## config.mk

```make
export PLATFORM = sky130hd
export DESIGN_NAME = vga_sync_gen_flat
export DESIGN_NICKNAME = d
export VERILOG_FILES = /design/src/rtl/vga_timing_pkg.sv /design/src/rtl/vga_sync_gen_if.sv /design/src/rtl/vga_ctrl_delay.sv /design/src/rtl/vga_sync_gen.sv /design/src/flat_wrapper.sv
export SDC_FILE = /design/constraint.sdc
export NUM_CORES = 1
export LEC_CHECK = 0
export CORE_ASPECT_RATIO = 1.25
export CORE_UTILIZATION = 44
export CTS_BUF_LIST = sky130_fd_sc_hd__clkbuf_16
export DETAILED_ROUTE_END_ITERATION = 8
export PLACE_DENSITY_LB_ADDON = 0.12
export SYNTH_ARGS = -nofsm -noshare
export SYNTH_HDL_FRONTEND = slang
export SYNTH_SLANG_ARGS = --single-unit
export TNS_END_PERCENT = 5
```

## constraint.sdc

```tcl
create_clock -name clk -period 2.15 [get_ports clk]
set_clock_uncertainty 0.2 [all_clocks]
set_input_delay 0.43 -clock clk [delete_from_list [all_inputs] [get_ports clk]]
set_output_delay 0.43 -clock clk [all_outputs]
set_load 0.02 [all_outputs]
```

## src/rtl/vga_timing_pkg.sv

```systemverilog
// rtl/vga_timing_pkg.sv - 640x480@60 raster constants and sync/blank control word
package vga_timing_pkg;

  localparam int H_ACTIVE   = 640;
  localparam int H_FP       = 16;
  localparam int H_SYNC     = 96;
  localparam int H_BP       = 48;
  localparam int V_ACTIVE   = 480;
  localparam int V_FP       = 10;
  localparam int V_SYNC     = 2;
  localparam int V_BP       = 33;
  localparam int PIPE_DELAY = 1;

  localparam int H_TOTAL = H_ACTIVE + H_FP + H_SYNC + H_BP;
  localparam int V_TOTAL = V_ACTIVE + V_FP + V_SYNC + V_BP;
  localparam int CNT_W   = 11;

  typedef struct packed {
    logic hs;
    logic vs;
    logic active;
  } vga_ctrl_t;

  localparam vga_ctrl_t VGA_CTRL_BLANK = '{hs: 1'b1, vs: 1'b1, active: 1'b0};

endpackage

```

## src/rtl/vga_sync_gen_if.sv

```systemverilog
// rtl/vga_sync_gen_if.sv - colour-in, coordinate and DAC pin bundle of the sync generator
interface vga_sync_gen_if;

  logic [7:0]  redIn;
  logic [7:0]  greenIn;
  logic [7:0]  blueIn;
  logic [10:0] pixelX;
  logic [10:0] pixelY;
  logic        displayActive;
  logic        startOfFrame;
  logic        vgaHS;
  logic        vgaVS;
  logic        vgaBlankN;
  logic [7:0]  vgaR;
  logic [7:0]  vgaG;
  logic [7:0]  vgaB;

  // master: the timing generator; slave: the object mux / display side
  modport master (
    input  redIn, greenIn, blueIn,
    output pixelX, pixelY, displayActive, startOfFrame,
    output vgaHS, vgaVS, vgaBlankN, vgaR, vgaG, vgaB
  );

  modport slave (
    output redIn, greenIn, blueIn,
    input  pixelX, pixelY, displayActive, startOfFrame,
    input  vgaHS, vgaVS, vgaBlankN, vgaR, vgaG, vgaB
  );

endinterface

```

## src/rtl/vga_ctrl_delay.sv

```systemverilog
// rtl/vga_ctrl_delay.sv - shift register for sync/active, every tap exposed (tap 0 = input)
module vga_ctrl_delay
  import vga_timing_pkg::*;
#(
  parameter int DEPTH = 2
) (
  input  logic                  clk,
  input  logic                  resetN,
  input  vga_ctrl_t             din,
  output vga_ctrl_t [DEPTH:0]   taps
);

  vga_ctrl_t [DEPTH:1] stage_q;
  vga_ctrl_t [DEPTH:1] stage_d;

  always_comb begin
    stage_d    = stage_q;
    stage_d[1] = din;
    for (int i = 2; i <= DEPTH; i++) begin
      stage_d[i] = stage_q[i-1];
    end
  end

  always_ff @(posedge clk or negedge resetN) begin
    if (!resetN) begin
      stage_q <= {DEPTH{VGA_CTRL_BLANK}};
    end else begin
      stage_q <= stage_d;
    end
  end

  assign taps = {stage_q, din};

endmodule

```

## src/rtl/vga_sync_gen.sv

```systemverilog
// rtl/vga_sync_gen.sv - VGA raster counters, sync/blank decode and blanked colour register to the DAC
module vga_sync_gen
  import vga_timing_pkg::*;
#(
  parameter int H_ACTIVE   = vga_timing_pkg::H_ACTIVE,
  parameter int H_FP       = vga_timing_pkg::H_FP,
  parameter int H_SYNC     = vga_timing_pkg::H_SYNC,
  parameter int H_BP       = vga_timing_pkg::H_BP,
  parameter int V_ACTIVE   = vga_timing_pkg::V_ACTIVE,
  parameter int V_FP       = vga_timing_pkg::V_FP,
  parameter int V_SYNC     = vga_timing_pkg::V_SYNC,
  parameter int V_BP       = vga_timing_pkg::V_BP,
  parameter int PIPE_DELAY = vga_timing_pkg::PIPE_DELAY
) (
  input  logic          clk,
  input  logic          resetN,
  vga_sync_gen_if.master vif
);

  localparam int H_TOT = H_ACTIVE + H_FP + H_SYNC + H_BP;
  localparam int V_TOT = V_ACTIVE + V_FP + V_SYNC + V_BP;
  localparam int DEPTH = PIPE_DELAY + 1;

  logic [CNT_W-1:0] h_cnt_q, h_cnt_d;
  logic [CNT_W-1:0] v_cnt_q, v_cnt_d;
  logic [23:0]      rgb_q, rgb_d;

  vga_ctrl_t              ctrl_raw;
  vga_ctrl_t [DEPTH:0]    ctrl_taps;
  logic                   active_raw;

  always_comb begin
    h_cnt_d = h_cnt_q + 1'b1;
    v_cnt_d = v_cnt_q;
    if (h_cnt_q == CNT_W'(H_TOT - 1)) begin
      h_cnt_d = '0;
      v_cnt_d = (v_cnt_q == CNT_W'(V_TOT - 1)) ? '0 : v_cnt_q + 1'b1;
    end
  end

  always_ff @(posedge clk or negedge resetN) begin
    if (!resetN) begin
      h_cnt_q <= '0;
      v_cnt_q <= '0;
    end else begin
      h_cnt_q <= h_cnt_d;
      v_cnt_q <= v_cnt_d;
    end
  end

  assign active_raw = (h_cnt_q < CNT_W'(H_ACTIVE)) && (v_cnt_q < CNT_W'(V_ACTIVE));

  always_comb begin
    ctrl_raw.hs     = !((h_cnt_q >= CNT_W'(H_ACTIVE + H_FP)) &&
                        (h_cnt_q <  CNT_W'(H_ACTIVE + H_FP + H_SYNC)));
    ctrl_raw.vs     = !((v_cnt_q >= CNT_W'(V_ACTIVE + V_FP)) &&
                        (v_cnt_q <  CNT_W'(V_ACTIVE + V_FP + V_SYNC)));
    ctrl_raw.active = active_raw;
  end

  vga_ctrl_delay #(.DEPTH(DEPTH)) u_ctrl_delay (
    .clk    (clk),
    .resetN (resetN),
    .din    (ctrl_raw),
    .taps   (ctrl_taps)
  );

  // Gate colour with the active flag one stage early so it lands with vgaBlankN
  always_comb begin
    rgb_d = '0;
    if (ctrl_taps[PIPE_DELAY].active) begin
      rgb_d = {vif.redIn, vif.greenIn, vif.blueIn};
    end
  end

  always_ff @(posedge clk or negedge resetN) begin
    if (!resetN) begin
      rgb_q <= '0;
    end else begin
      rgb_q <= rgb_d;
    end
  end

  assign vif.pixelX        = h_cnt_q;
  assign vif.pixelY        = v_cnt_q;
  assign vif.displayActive = active_raw;
  assign vif.startOfFrame  = (h_cnt_q == '0) && (v_cnt_q == '0);
  assign vif.vgaHS         = ctrl_taps[DEPTH].hs;
  assign vif.vgaVS         = ctrl_taps[DEPTH].vs;
  assign vif.vgaBlankN     = ctrl_taps[DEPTH].active;
  assign vif.vgaR          = rgb_q[23:16];
  assign vif.vgaG          = rgb_q[15:8];
  assign vif.vgaB          = rgb_q[7:0];

endmodule

```

## src/flat_wrapper.sv

```systemverilog
// flat-port wrapper written by rule: the top's interface ports become plain ports
module vga_sync_gen_flat import vga_timing_pkg::*;
#(
  parameter int H_ACTIVE   = vga_timing_pkg::H_ACTIVE,
  parameter int H_FP       = vga_timing_pkg::H_FP,
  parameter int H_SYNC     = vga_timing_pkg::H_SYNC,
  parameter int H_BP       = vga_timing_pkg::H_BP,
  parameter int V_ACTIVE   = vga_timing_pkg::V_ACTIVE,
  parameter int V_FP       = vga_timing_pkg::V_FP,
  parameter int V_SYNC     = vga_timing_pkg::V_SYNC,
  parameter int V_BP       = vga_timing_pkg::V_BP,
  parameter int PIPE_DELAY = vga_timing_pkg::PIPE_DELAY
)
  (clk, resetN, vif_redIn, vif_greenIn, vif_blueIn, vif_pixelX, vif_pixelY, vif_displayActive, vif_startOfFrame, vif_vgaHS, vif_vgaVS, vif_vgaBlankN, vif_vgaR, vif_vgaG, vif_vgaB);
  vga_sync_gen_if vif_i ();
  input  logic clk;
  input  logic resetN;
  input wire logic [$bits(vif_i.redIn)-1:0] vif_redIn;
  input wire logic [$bits(vif_i.greenIn)-1:0] vif_greenIn;
  input wire logic [$bits(vif_i.blueIn)-1:0] vif_blueIn;
  output wire logic [$bits(vif_i.pixelX)-1:0] vif_pixelX;
  output wire logic [$bits(vif_i.pixelY)-1:0] vif_pixelY;
  output wire logic [$bits(vif_i.displayActive)-1:0] vif_displayActive;
  output wire logic [$bits(vif_i.startOfFrame)-1:0] vif_startOfFrame;
  output wire logic [$bits(vif_i.vgaHS)-1:0] vif_vgaHS;
  output wire logic [$bits(vif_i.vgaVS)-1:0] vif_vgaVS;
  output wire logic [$bits(vif_i.vgaBlankN)-1:0] vif_vgaBlankN;
  output wire logic [$bits(vif_i.vgaR)-1:0] vif_vgaR;
  output wire logic [$bits(vif_i.vgaG)-1:0] vif_vgaG;
  output wire logic [$bits(vif_i.vgaB)-1:0] vif_vgaB;
  assign vif_i.redIn = vif_redIn;
  assign vif_i.greenIn = vif_greenIn;
  assign vif_i.blueIn = vif_blueIn;
  assign vif_pixelX = vif_i.pixelX;
  assign vif_pixelY = vif_i.pixelY;
  assign vif_displayActive = vif_i.displayActive;
  assign vif_startOfFrame = vif_i.startOfFrame;
  assign vif_vgaHS = vif_i.vgaHS;
  assign vif_vgaVS = vif_i.vgaVS;
  assign vif_vgaBlankN = vif_i.vgaBlankN;
  assign vif_vgaR = vif_i.vgaR;
  assign vif_vgaG = vif_i.vgaG;
  assign vif_vgaB = vif_i.vgaB;
  vga_sync_gen #(.H_ACTIVE(H_ACTIVE), .H_FP(H_FP), .H_SYNC(H_SYNC), .H_BP(H_BP), .V_ACTIVE(V_ACTIVE), .V_FP(V_FP), .V_SYNC(V_SYNC), .V_BP(V_BP), .PIPE_DELAY(PIPE_DELAY)) u_core (.clk(clk), .resetN(resetN), .vif(vif_i));
endmodule
```

# ---- Yosys cells after proc, flatten, opt, wreduce, memory -nomap -nowiden
# Index checks and enable logic that the tools add are counted.
dict set report classes {
  reduce_logical 8
  n_eq_ne 2
  add_sub_neg 2
  n_mux 3
  order_cmp 6
}
# operator n
set op_table {}
lappend op_table {{$mux 24} 1}
lappend op_table {{$add 11x1->11 const B} 2}
lappend op_table {{$eq 11x10->1 const B} 2}
lappend op_table {{$logic_not 11->1} 2}
lappend op_table {{$lt 11x10->1 const B} 2}
lappend op_table {{$lt 11x9->1 const B} 2}
lappend op_table {{$mux 11} 2}
lappend op_table {{$ge 11x10->1 const B} 1}
lappend op_table {{$ge 11x9->1 const B} 1}
lappend op_table {{$logic_and 1x1->1} 4}
lappend op_table {{$logic_not 1->1} 2}
dict set report totals {
  out_inout_bits 51
  inputBits 26
  register_bits 52
}

# ---- Depth between registers and ports, before layout
dict set report depth {
  depth_word 3
  depth_mapped 7
}

# ---- Hierarchy
# Synthesis repeated with hierarchy kept, for this count alone.
dict set report unflattened {
  cells_unflattened 187
  area_unflattened_um2 2169.6
}
# module area_per_inst_um2 seq_area_each_um2 cells_each n_inst
set modules_own_cells {}
lappend modules_own_cells {vga_sync_gen 1991.9 1151.1 178 1}
lappend modules_own_cells {vga_ctrl_delay 177.7 155.1 9 1}

# ---- Least setup slack after synthesis
# Ideal clock, no wire load.
dict set report synth_timing {
  kind {register to output}
  startpoint {reg u_core.h_cnt_q[7] (netlist: u_core.vif.pixelX[7])}
  endpoint {out vif_displayActive}
  stages_incl_launch_ff 5
  setup_slack_ps 18
  required_time_ps 1520
  arrival_time_ps 1502
  path_cell_list {dfrtp_1 > buf_6 > o21ai_0 > nand2_1 > nor4_1}
}
dict set report synth_via {
  elab_chain_cells 2
}
# item line_no
set synth_lines {}
lappend synth_lines {{start, declared} vga_sync_gen.sv:24} ;# logic [CNT_W-1:0] h_cnt_q, h_cnt_d;
lappend synth_lines {{start signal, assigned} vga_sync_gen.sv:46} ;# h_cnt_q <= h_cnt_d;
lappend synth_lines {{$lt 11x10->1} vga_sync_gen.sv:51} ;# assign active_raw = (h_cnt_q < CNT_W'(H_ACTIVE)) && (v_cnt_q < CNT_W'(V_ACTIVE));
lappend synth_lines {{$logic_and 1x1->1} vga_sync_gen.sv:51}
lappend synth_lines {{end, declared} flat_wrapper.sv:23} ;# output wire logic [$bits(vif_i.displayActive)-1:0] vif_displayActive;
# Every way passes these cells.

# ---- Worst setup path after layout
dict set report layout_timing {
  startpoint {reg u_core.v_cnt_q[8] (netlist: u_core.vif.pixelY[8])}
  endpoint {out vif_startOfFrame}
}
dict set report layout_via {
  elab_chain_cells 2
}
# item line_no
set layout_lines {}
lappend layout_lines {{start, declared} vga_sync_gen.sv:25} ;# logic [CNT_W-1:0] v_cnt_q, v_cnt_d;
lappend layout_lines {{start signal, assigned} vga_sync_gen.sv:47} ;# v_cnt_q <= v_cnt_d;
lappend layout_lines {{$logic_not 11->1} vga_sync_gen.sv:87} ;# assign vif.startOfFrame = (h_cnt_q == '0) && (v_cnt_q == '0);
lappend layout_lines {{$logic_and 1x1->1} vga_sync_gen.sv:87}
lappend layout_lines {{end, declared} flat_wrapper.sv:24} ;# output wire logic [$bits(vif_i.startOfFrame)-1:0] vif_startOfFrame;
# Every way passes these cells.

==> results.sh <==
export IMPL_status="complete, but fails checks"
export IMPL_violations="negative setup slack"
export IMPL_total_power_mw=2.056
export IMPL_grt_max_degree=31
export IMPL_cp_end_kind="output port"
export IMPL_grt_pass1_vias=1683
export IMPL_htreeDepth=2
export IMPL_synthCells=176
export IMPL_cts_sinks=52
export IMPL_p_leak_nw=1.497
export IMPL_drv_slew=0
export IMPL_regArea_um2=1306
export IMPL_tritoncts="built"
export IMPL_cp_max_fo=3
export IMPL_area_growth_pct=56.93
export IMPL_vias=1672
export IMPL_multi_input_area_um2=767.0
export IMPL_fin_nets=315
export IMPL_cts_clk_slew_worst_paths_ns=0.07
export IMPL_fmax_mhz=460.2
export IMPL_powerDensity_nw_per_um2=617.6
export IMPL_core_area_um2=4527
export IMPL_grt_overflow=0
export IMPL_placementRows=27
export IMPL_grt_total_usage=0.1966
export IMPL_maxSlewHeadroom=0.6527
export IMPL_hpwl_um=3417
export IMPL_root_buffer="clkbuf_16"
export IMPL_dp_slack_ns=-0.1848
export IMPL_cpMostUsedCell="buf_4"
export IMPL_worst_pin_slew_ns=0.5210
export IMPL_die_area_um2=5103
export IMPL_io_buffers=76
export IMPL_synth_flop_cell="dfrtp_1"
export IMPL_ant_nets=0
export IMPL_crit_chain="nor4_2, buf_4, nand4_1, nor2_1, buf_4"
export IMPL_start_util=0.4685
export IMPL_synth_area_um2=2121
export IMPL_drive_gt1_frac=0.2028
export IMPL_synth_avg_cell_area_um2=12.05
export IMPL_rsz0062_at_grt="yes"
export IMPL_die_w_um=64.10
export IMPL_place_area_um2=3139
export IMPL_final_cell_area_um2=3328
export IMPL_drc=0
export IMPL_finalWorstSetupSlack_ns=-0.02318
export IMPL_timing_worst_setup_path_type="flop to output port"
export IMPL_drtIter0Drc=68
export IMPL_max_stage_delay_ns=0.41
export IMPL_wirelength_um=4709
export IMPL_synth_edf_count=0
export IMPL_period_needed_ns=2.173
export IMPL_crit_path_start_kind="flop"
export IMPL_dr_pass1_iters=4
export IMPL_peakVddDrop_v=0.0004463
export IMPL_vias_per_cell=4.860
export IMPL_grt_first_pass_wirelength_um=7610
export IMPL_arrival_ns=1.54
export IMPL_syn_num_nets=206
export IMPL_ys_types=36
export IMPL_worstPathRequired_ns=1.52
export IMPL_clk_path_buf_depth=2
export IMPL_whs_ns=0.1534
export IMPL_hp_class="flop to flop"
export IMPL_antenna_found_initial=0
export IMPL_nFillCells=355
export IMPL_die_y_um=79.62
export IMPL_n_antenna_cell=0
export IMPL_synth_seq_cells=52
export IMPL_ys_seq_area_frac=0.6159
export IMPL_fin_crit_sh=1.011
export IMPL_clk_latency_ns=0.29
export IMPL_crit_family="simple AND/OR/NAND/NOR gates"
export IMPL_numCtsBuffers=5
export IMPL_cpMaxStageDelayCell="dfrtp_1"
export IMPL_post_drt_wl_per_cell_um=13.69
export IMPL_gp_congestion=0.8124
export IMPL_timing_critical_path_buf_inv=2
export IMPL_hold_violations=0
export IMPL_final_setup_viol_count=1
export IMPL_async_reset_ff_frac=1.000
export IMPL_ys_warn_count=0
export IMPL_ioPinCount=77
export IMPL_drv_max_cap_violation_count=0
[synth_stat cells, types with 2 or more instances]
master     n  area, µm²
nor2_1    12      45.04
xor2_1     7      61.31
ha_1       4      50.05
buf_4      2      15.01
xnor2_1    6      52.55
and2_1    26      162.7
inv_1      5      18.77
clkbuf_1   3      11.26
nor4_1     5      31.28
dfrtp_1   48       1201
nor3_1     5      25.02
o21ai_0    3      15.01
nand4_1    8      50.05
dfstp_2    4      105.1
nand2_1    9      33.78
nor2b_1    2      12.51
and3_1     3      18.77
nand3_1    6      30.03
[where the power goes]
group / switching (mW) / leakage, nW / internal (mW) / total, mW
clock network: 0.344 / 0.0814 / 0.547 / 0.892
logic: 0.0665 / 0.783 / 0.0913 / 0.158
registers: 0.00530 / 0.632 / 1.00 / 1.01
[cells by family (layout without fill, tap and decap cells)]
logic type / count (synthesis) / after routing / share of synthesized area
adder cells (fa/ha/maj): 4 / 4 / 0.02360
flip-flops: 52 / 52 / 0.6159
AO/OA/AOI/OAI: 9 / 9 / 0.03481
buffers and inverters: 12 / 122 / 0.02890
multiplexers: 2 / 2 / 0.01003
XOR/XNOR: 13 / 13 / 0.05369
AND/OR/NAND/NOR: 84 / 84 / 0.2330
[per-stage QoR]
stage | utilization | TNS [ns] | cells
2_1_floorplan | - | 0 | 176
3_3_place_gp | 0.6935 | -0.1967 | 334
3_5_place_dp | 0.6935 | -0.2782 | 334
4_1_cts | 0.7352 | -0.02512 | 343
5_1_grt | 0.7352 | -0.1066 | 344
6_report | 0.7352 | -0.02318 | 344
[metal layers]
metal / up-vias / wire length (µm) / share of wire / global-route usage
met3: 8 / 232 / 0.049 / 0.04714
met1: 799 / 2041 / 0.43 / 0.2277
li1: 814 / - / - / -
met5: - / 0 / 0 / 0
met2: 51 / 2342 / 0.50 / 0.3500
met4: 0 / 93 / 0.020 / 0.07333
[cells in the final DEF (no fill, tap or decap), types with 2 or more instances in the layout]
cell | synthesis | layout
nor4_2 | 0 | 2
ha_1 | 4 | 4
nor3_1 | 5 | 5
nor4_1 | 5 | 3
and3_2 | 1 | 2
clkbuf_16 | 0 | 5
nand2_1 | 9 | 9
dfrtp_1 | 48 | 48
and2_1 | 26 | 26
clkdlybuf4s50_1 | 0 | 72
and3_1 | 3 | 2
nor2_1 | 12 | 12
o21ai_0 | 3 | 3
inv_1 | 5 | 5
xor2_1 | 7 | 7
nor2b_1 | 2 | 2
buf_4 | 2 | 34
dfstp_2 | 4 | 4
buf_2 | 1 | 2
xnor2_1 | 6 | 6
nand4_1 | 8 | 8
nand3_1 | 6 | 6
[what timing repair did]
item / in CTS / in global routing
resized for setup: 11 / 3
setup buffers: 0 / 1
hold buffers: 1 / 0
pin swaps: 0 / 2
endpoints found under the hold margin: 48 / 0
setup endpoints to repair: 2 / 6
[final timing paths]
check                                                      start                               endpoint  slack, ns  depth (start not counted)
setup / recovery                u_core.vif.pixelY[8]$_DFFE_PN0N_                       vif_startOfFrame      -0.02                          5
hold / removal             u_core.u_ctrl_delay.taps[5]$_DFF_PN1_  u_core.u_ctrl_delay.taps[8]$_DFF_PN1_       0.15                          0
setup reg to reg                  u_core.vif.pixelX[0]$_DFF_PN0_       u_core.vif.pixelY[0]$_DFFE_PN0N_       0.10                          7
hold reg to reg            u_core.u_ctrl_delay.taps[5]$_DFF_PN1_  u_core.u_ctrl_delay.taps[8]$_DFF_PN1_       0.15                          0
max in group asynchronous                                 resetN  u_core.u_ctrl_delay.taps[7]$_DFF_PN1_       0.90                          3
min in group asynchronous                                 resetN              u_core.rgb_q[5]$_DFF_PN0_       0.49                          3
[cell type report]
cell class              instances  share of cell area
clock buffers                   5             0.03759
clock inverters                 3             0.01278
inverters                       5            0.005639
multi-input cells             112              0.2305
flip-flops and latches         52              0.3925
well taps                      58             0.02180
repair buffers                109              0.2992
[sequential cells by signal, indices dropped and copies added (netlist names)]
register,count
u_core.u_ctrl_delay.taps,6
u_core.vif.pixelY,11
u_core.vif.pixelX,11
u_core.rgb_q,24
No activity file was read; power rests on OpenSTA's default activity.
